### src/rtl/axi_pkg.sv
// Shared AXI constants and the SRAM-to-AXI bridge state encoding and request payload.
package axi_pkg;

  localparam int unsigned AXI_ADDR_W = 32;
  localparam int unsigned AXI_DATA_W = 32;
  localparam int unsigned AXI_STRB_W = AXI_DATA_W / 8;
  localparam int unsigned AXI_ID_W   = 4;
  localparam int unsigned AXI_LEN_W  = 8;

  localparam logic [1:0] AXI_BURST_INCR = 2'b01;
  localparam logic [1:0] AXI_RESP_OKAY  = 2'b00;

  localparam logic [2:0] AXI_SIZE_BYTE = 3'd0;
  localparam logic [2:0] AXI_SIZE_HALF = 3'd1;
  localparam logic [2:0] AXI_SIZE_WORD = 3'd2;

  typedef enum logic [2:0] {
    BR_IDLE = 3'd0,
    BR_AR   = 3'd1,
    BR_R    = 3'd2,
    BR_AWW  = 3'd3,
    BR_B    = 3'd4
  } bridge_state_e;

  typedef struct packed {
    logic [AXI_ADDR_W-1:0] addr;
    logic [AXI_DATA_W-1:0] wdata;
    logic [1:0]            size;
    logic                  wr;
  } cache_req_t;

endpackage

### src/rtl/wstrb_gen.sv
// Write-strobe decode from access size and low address bits; shared by both cache-side bridges.
module wstrb_gen
  import axi_pkg::*;
(
  input  logic [1:0]            size,
  input  logic [1:0]            addr_lo,
  output logic [AXI_STRB_W-1:0] wstrb_c
);

  always_comb begin
    wstrb_c = 4'b1111;
    case (size)
      AXI_SIZE_BYTE[1:0]: wstrb_c = 4'b0001 << addr_lo;
      AXI_SIZE_HALF[1:0]: wstrb_c = addr_lo[1] ? 4'b1100 : 4'b0011;
      default:            wstrb_c = 4'b1111;
    endcase
  end

endmodule

### src/rtl/d_sram_axi_bridge.sv
// Single-outstanding bridge from the data cache SRAM-like port to single-beat AXI4 reads/writes.
module d_sram_axi_bridge
  import axi_pkg::*;
#(
  parameter logic [AXI_ID_W-1:0] RD_ID = 4'd0,
  parameter logic [AXI_ID_W-1:0] WR_ID = 4'd1
) (
  input  logic                  clk,
  input  logic                  rst,
  input  logic                  cache_data_req,
  input  logic                  cache_data_wr,
  input  logic [1:0]            cache_data_size,
  input  logic [AXI_ADDR_W-1:0] cache_data_addr,
  input  logic [AXI_DATA_W-1:0] cache_data_wdata,
  output logic [AXI_DATA_W-1:0] cache_data_rdata,
  output logic                  cache_data_addr_ok,
  output logic                  cache_data_data_ok,
  output logic [AXI_ID_W-1:0]   arid,
  output logic [AXI_ADDR_W-1:0] araddr,
  output logic [AXI_LEN_W-1:0]  arlen,
  output logic [2:0]            arsize,
  output logic [1:0]            arburst,
  output logic                  arvalid,
  input  logic                  arready,
  input  logic [AXI_ID_W-1:0]   rid,
  input  logic [AXI_DATA_W-1:0] rdata,
  input  logic [1:0]            rresp,
  input  logic                  rlast,
  input  logic                  rvalid,
  output logic                  rready,
  output logic [AXI_ID_W-1:0]   awid,
  output logic [AXI_ADDR_W-1:0] awaddr,
  output logic [AXI_LEN_W-1:0]  awlen,
  output logic [2:0]            awsize,
  output logic [1:0]            awburst,
  output logic                  awvalid,
  input  logic                  awready,
  output logic [AXI_DATA_W-1:0] wdata,
  output logic [AXI_STRB_W-1:0] wstrb,
  output logic                  wlast,
  output logic                  wvalid,
  input  logic                  wready,
  input  logic [AXI_ID_W-1:0]   bid,
  input  logic [1:0]            bresp,
  input  logic                  bvalid,
  output logic                  bready
);

  bridge_state_e state, state_nxt;
  cache_req_t    req_q;
  logic          aw_done, w_done;
  logic          aw_done_nxt, w_done_nxt;
  logic          aw_hs, w_hs;
  logic          unused_ok;

  // Response status and IDs carry no information with a single outstanding transaction.
  assign unused_ok = ^{rid, rlast, bid, rresp ^ AXI_RESP_OKAY, bresp ^ AXI_RESP_OKAY};

  always_ff @(posedge clk) begin
    if (rst) begin
      state   <= BR_IDLE;
      req_q   <= '0;
      aw_done <= 1'b0;
      w_done  <= 1'b0;
    end else begin
      state   <= state_nxt;
      aw_done <= aw_done_nxt;
      w_done  <= w_done_nxt;
      if (state == BR_IDLE && cache_data_req) begin
        req_q.addr  <= cache_data_addr;
        req_q.wdata <= cache_data_wdata;
        req_q.size  <= cache_data_size;
        req_q.wr    <= cache_data_wr;
      end
    end
  end

  assign aw_hs = awvalid & awready;
  assign w_hs  = wvalid & wready;

  // Next state and cache-side handshake pulses.
  always_comb begin
    state_nxt          = state;
    aw_done_nxt        = aw_done;
    w_done_nxt         = w_done;
    cache_data_addr_ok = 1'b0;
    cache_data_data_ok = 1'b0;
    case (state)
      BR_IDLE: begin
        if (cache_data_req) state_nxt = cache_data_wr ? BR_AWW : BR_AR;
      end
      BR_AR: begin
        if (arready) begin
          cache_data_addr_ok = 1'b1;
          state_nxt          = BR_R;
        end
      end
      BR_R: begin
        if (rvalid) begin
          cache_data_data_ok = 1'b1;
          state_nxt          = BR_IDLE;
        end
      end
      BR_AWW: begin
        aw_done_nxt = aw_done | aw_hs;
        w_done_nxt  = w_done | w_hs;
        if (aw_done_nxt && w_done_nxt) begin
          cache_data_addr_ok = 1'b1;
          state_nxt          = BR_B;
          aw_done_nxt        = 1'b0;
          w_done_nxt         = 1'b0;
        end
      end
      BR_B: begin
        if (bvalid) begin
          cache_data_data_ok = 1'b1;
          state_nxt          = BR_IDLE;
        end
      end
      default: state_nxt = BR_IDLE;
    endcase
  end

  assign cache_data_rdata = rdata;

  assign arid    = RD_ID;
  assign araddr  = req_q.addr;
  assign arlen   = '0;
  assign arsize  = {1'b0, req_q.size};
  assign arburst = AXI_BURST_INCR;
  assign arvalid = (state == BR_AR);
  assign rready  = (state == BR_R);

  assign awid    = WR_ID;
  assign awaddr  = req_q.addr;
  assign awlen   = '0;
  assign awsize  = {1'b0, req_q.size};
  assign awburst = AXI_BURST_INCR;
  assign awvalid = (state == BR_AWW) && !aw_done;
  assign wvalid  = (state == BR_AWW) && !w_done;
  assign wdata   = req_q.wdata;
  assign wlast   = 1'b1;
  assign bready  = (state == BR_B);

  wstrb_gen u_wstrb_gen (
    .size    (req_q.size),
    .addr_lo (req_q.addr[1:0]),
    .wstrb_c (wstrb)
  );

endmodule
### config.mk
export PLATFORM = sky130hd
export DESIGN_NAME = d_sram_axi_bridge
export DESIGN_NICKNAME = d
export VERILOG_FILES = /design/src/rtl/axi_pkg.sv /design/src/rtl/wstrb_gen.sv /design/src/rtl/d_sram_axi_bridge.sv
export SDC_FILE = /design/constraint.sdc
export NUM_CORES = 1
export LEC_CHECK = 0
export CAP_MARGIN = 0
export CORE_AREA = 2 2 113 115
export CTS_CLUSTER_SIZE = 40
export DETAILED_ROUTE_END_ITERATION = 12
export DIE_AREA = 0 0 115 117
export PLACE_DENSITY = 0.72
export REMOVE_ABC_BUFFERS = 1
export SYNTH_ARGS = -nofsm -noshare
export SYNTH_HDL_FRONTEND = slang
export SYNTH_SLANG_ARGS = --single-unit
### constraint.sdc
create_clock -name clk -period 1.7 [get_ports clk]
set_input_delay 0.34 -clock clk [delete_from_list [all_inputs] [get_ports clk]]
set_output_delay 0.34 -clock clk [all_outputs]
set_load 0.02 [all_outputs]
==> results.ini <==
[place]
hpwl_um = 8350
place_congestion = 0.768
io_buffers = 185
place_inst = 701

[die]
core_area_sq_mm = 0.0123
fp.dieH_um = 117
io_pins = 294
die_width_um = 115
start_util_pct = 27.6
die_area_sq_mm = 0.0135
row_count = 41

[synth]
synth_cell_types = 30
avgSynthCellArea_sq_um = 7.84
synth_warnings = 0
ys_seq_area_share_pct = 41.9
syn_inst = 433
synth_area_sq_mm = 0.00339
ys_ff_latch = 71

[finish]
drive_above_1_share_pct = 12.3
syn_to_final_growth_pct = 55.0
diodes = 0
fin_cells = 719
final_util_pct = 42.7
layout.nets = 684

[timing]
setup_ws_ns = -0.0185
hold_violations = 0
min_period_ns = 1.72
drv_slew = 0
final-setup-viol-count = 1
rsz0062_at_grt = yes
max_freq_mhz = 582
clock_skew_ns = 0.00727
fin_crit_sh_pct = 101
tns_ns = -0.0185
timing.hold.ws_ns = 0.315

[clocking]
clock_latency_ns = 0.32
cts_tree = built
cts.clk_slew.worst_paths_ns = 0.06
numCtsBuffers = 9
cts_root_buffer = clkbuf_16
cts_max_path_buffers = 2
cts_hold_buf = 0
cts.sinks = 71
h-tree-depth = 3

[worst_setup_path]
critical_path_arrival_ns = 1.38
start_kind = flip-flop
path_cells = nand3b_1, nor2_2, and2_4, a21o_1, buf_6
slowest_delay_ns = 0.36
crit_required_ns = 1.36
crit_path_end_kind = output pin
critPathMaxFanout = 7
cp_slowest_cell = dfxtp_4
path_class = flip-flop to output pin

[global_routing]
track_usage_pct = 15.0
overflow = 0
grt_start_max_net_pins = 39
grt_pass1_vias = 2876
grt_pass1_wl_um = 15100
antenna_found_initial = 0

[power_and_ir_drop]
leakage_nw = 2.32
ir_drop_uv = 627
finalPower_mw = 6.10
powerDensity_mw_per_mm2 = 1160

[routing]
wl_per_cell_um = 15.0
wirelength_um = 10800
drc = 0
drtIter0Drc = 71
via_per_inst = 4.32
final_antenna_net_count = 0
vias = 3104
drt-pass1-iter-count = 6

[status]
violations = setup timing
status = complete, but fails checks

[job]
drv_cap = 0

[min_path]
worstHoldPathType = input port to flip-flop

[per-layer routing]
layer  up-vias  GRT usage [%]  share of wire, %
met1      1400           16.8                40
met3         9           10.9                14
met4         2           4.26               1.0
met2       175           22.3                44
li1       1518              -                 -
met5         -           4.44              0.60
[flip-flops by register name, summed over array words and instances, names as in the netlist]
name,flops
araddr,32
wdata,32
state,3
arsize,2
aw_done,1
w_done,1
[synth_stat cells]
| library cell | n | area [sq um] |
|---|---|---|
| nand2_1 | 135 | 507 |
| buf_4 | 98 | 736 |
| dfxtp_1 | 71 | 1420 |
| a21oi_1 | 69 | 345 |
| buf_2 | 8 | 40.0 |
| clkbuf_1 | 8 | 30.0 |
| buf_6 | 6 | 67.6 |
| nor2_1 | 6 | 22.5 |
| o21bai_1 | 4 | 30.0 |
| and2_1 | 3 | 18.8 |
| conb_1 | 2 | 7.51 |
| inv_1 | 2 | 7.51 |
| nand3b_1 | 2 | 15.0 |
| nor2b_1 | 2 | 12.5 |
| nor3_1 | 2 | 10.0 |
| a211oi_1 | 1 | 7.51 |
| a21o_1 | 1 | 7.51 |
| a22o_1 | 1 | 8.76 |
| a32o_1 | 1 | 10.0 |
| and3b_1 | 1 | 8.76 |
| mux2i_1 | 1 | 10.0 |
| nor2_2 | 1 | 6.26 |
| nor3b_1 | 1 | 7.51 |
| nor4b_1 | 1 | 8.76 |
| o21a_1 | 1 | 7.51 |
| o21ai_0 | 1 | 5.00 |
| o22ai_1 | 1 | 6.26 |
| o311ai_2 | 1 | 16.3 |
| or2_2 | 1 | 6.26 |
| or2b_1 | 1 | 7.51 |
[cell type report]
cell class	count	area [sq um]
Inverter	2	7.51
Multi-Input combinational cell	269	1240
Clock inverter	6	91.3
Tap cell	150	188
Timing Repair Buffer	211	2070
Sequential cell	71	1430
Clock buffer	10	239
Fill cell	1218	7050
[worst paths after layout]
kind | to | slack, ns | from | depth (start not counted)
min | araddr[7]$_SDFFE_PP0P_ | 0.32 | rst | 2
max | cache_data_addr_ok | -0.02 | state[2]$_SDFFE_PP0P_ | 5
min reg2reg | wdata[3]$_SDFFE_PP0P_ | 0.45 | wdata[3]$_SDFFE_PP0P_ | 2
max reg2reg | wdata[22]$_SDFFE_PP0P_ | 0.16 | state[0]$_SDFFE_PP0P_ | 7
[worst max-delay path, delay by kind of cell (launching register included)]
family	cells	cell delay, ns
compound gates	1	0.09
flops	1	0.36
buf+inv	1	0.11
simple gates	3	0.50
[cells in the final DEF, fill, tap and decap left out, types with 2 or more instances in the layout]
master           netlist  final
a21oi_1               69     69
buf_12                 0      3
buf_2                  8      3
buf_4                 98     26
buf_6                  6      2
bufinv_16              0      2
clkbuf_16              0      9
clkbuf_2               0      3
clkdlybuf4s50_1        0    148
conb_1                 2     31
dfxtp_1               71     67
dfxtp_2                0      2
dfxtp_4                0      2
dlygate4sd2_1          0     12
dlymetal6s2s_1         0     14
inv_1                  2      2
inv_6                  0      2
nand2_1              135    134
nand3b_1               2      2
nor2_1                 6      2
nor2_2                 1      5
nor2b_2                0      2
nor3_1                 2      2
o21bai_1               4      4
[power by group]
group / switching, mW / leakage [nW] / internal, mW
Sequential: 0.142 / 0.585 / 1.87
Clock: 0.719 / 0.163 / 1.33
Combinational: 1.09 / 1.57 / 0.942
Total: 1.95 / 2.32 / 4.15
[metrics by stage]
step	setup WS (ns)	area, sq um
floorplan	-0.365	2630
global route	-0.0840	5260
global placement	-0.556	4890
detailed placement	-0.549	4890
finish	-0.0185	5260
CTS	-0.0276	5210
[kinds of logic (layout without fill, tap and decap cells)]
logic type,after synthesis,in the layout,synth area share [%]
and+or+nand+nor,156,156,18.6
AOI/OAI and AO/OA,81,81,13.1
buffers and inverters,122,229,25.9
other,2,31,0.221
DFF,71,71,41.9
muxes,1,1,0.295
[repair_timing]
item | 4_1_cts | 5_1_grt
endpoints found under the setup margin | 22 | 32
buffers inserted | 2 | 0
resized for setup | 52 | 34
pin swaps | 3 | 2
No activity file was read; power rests on OpenSTA's default activity.
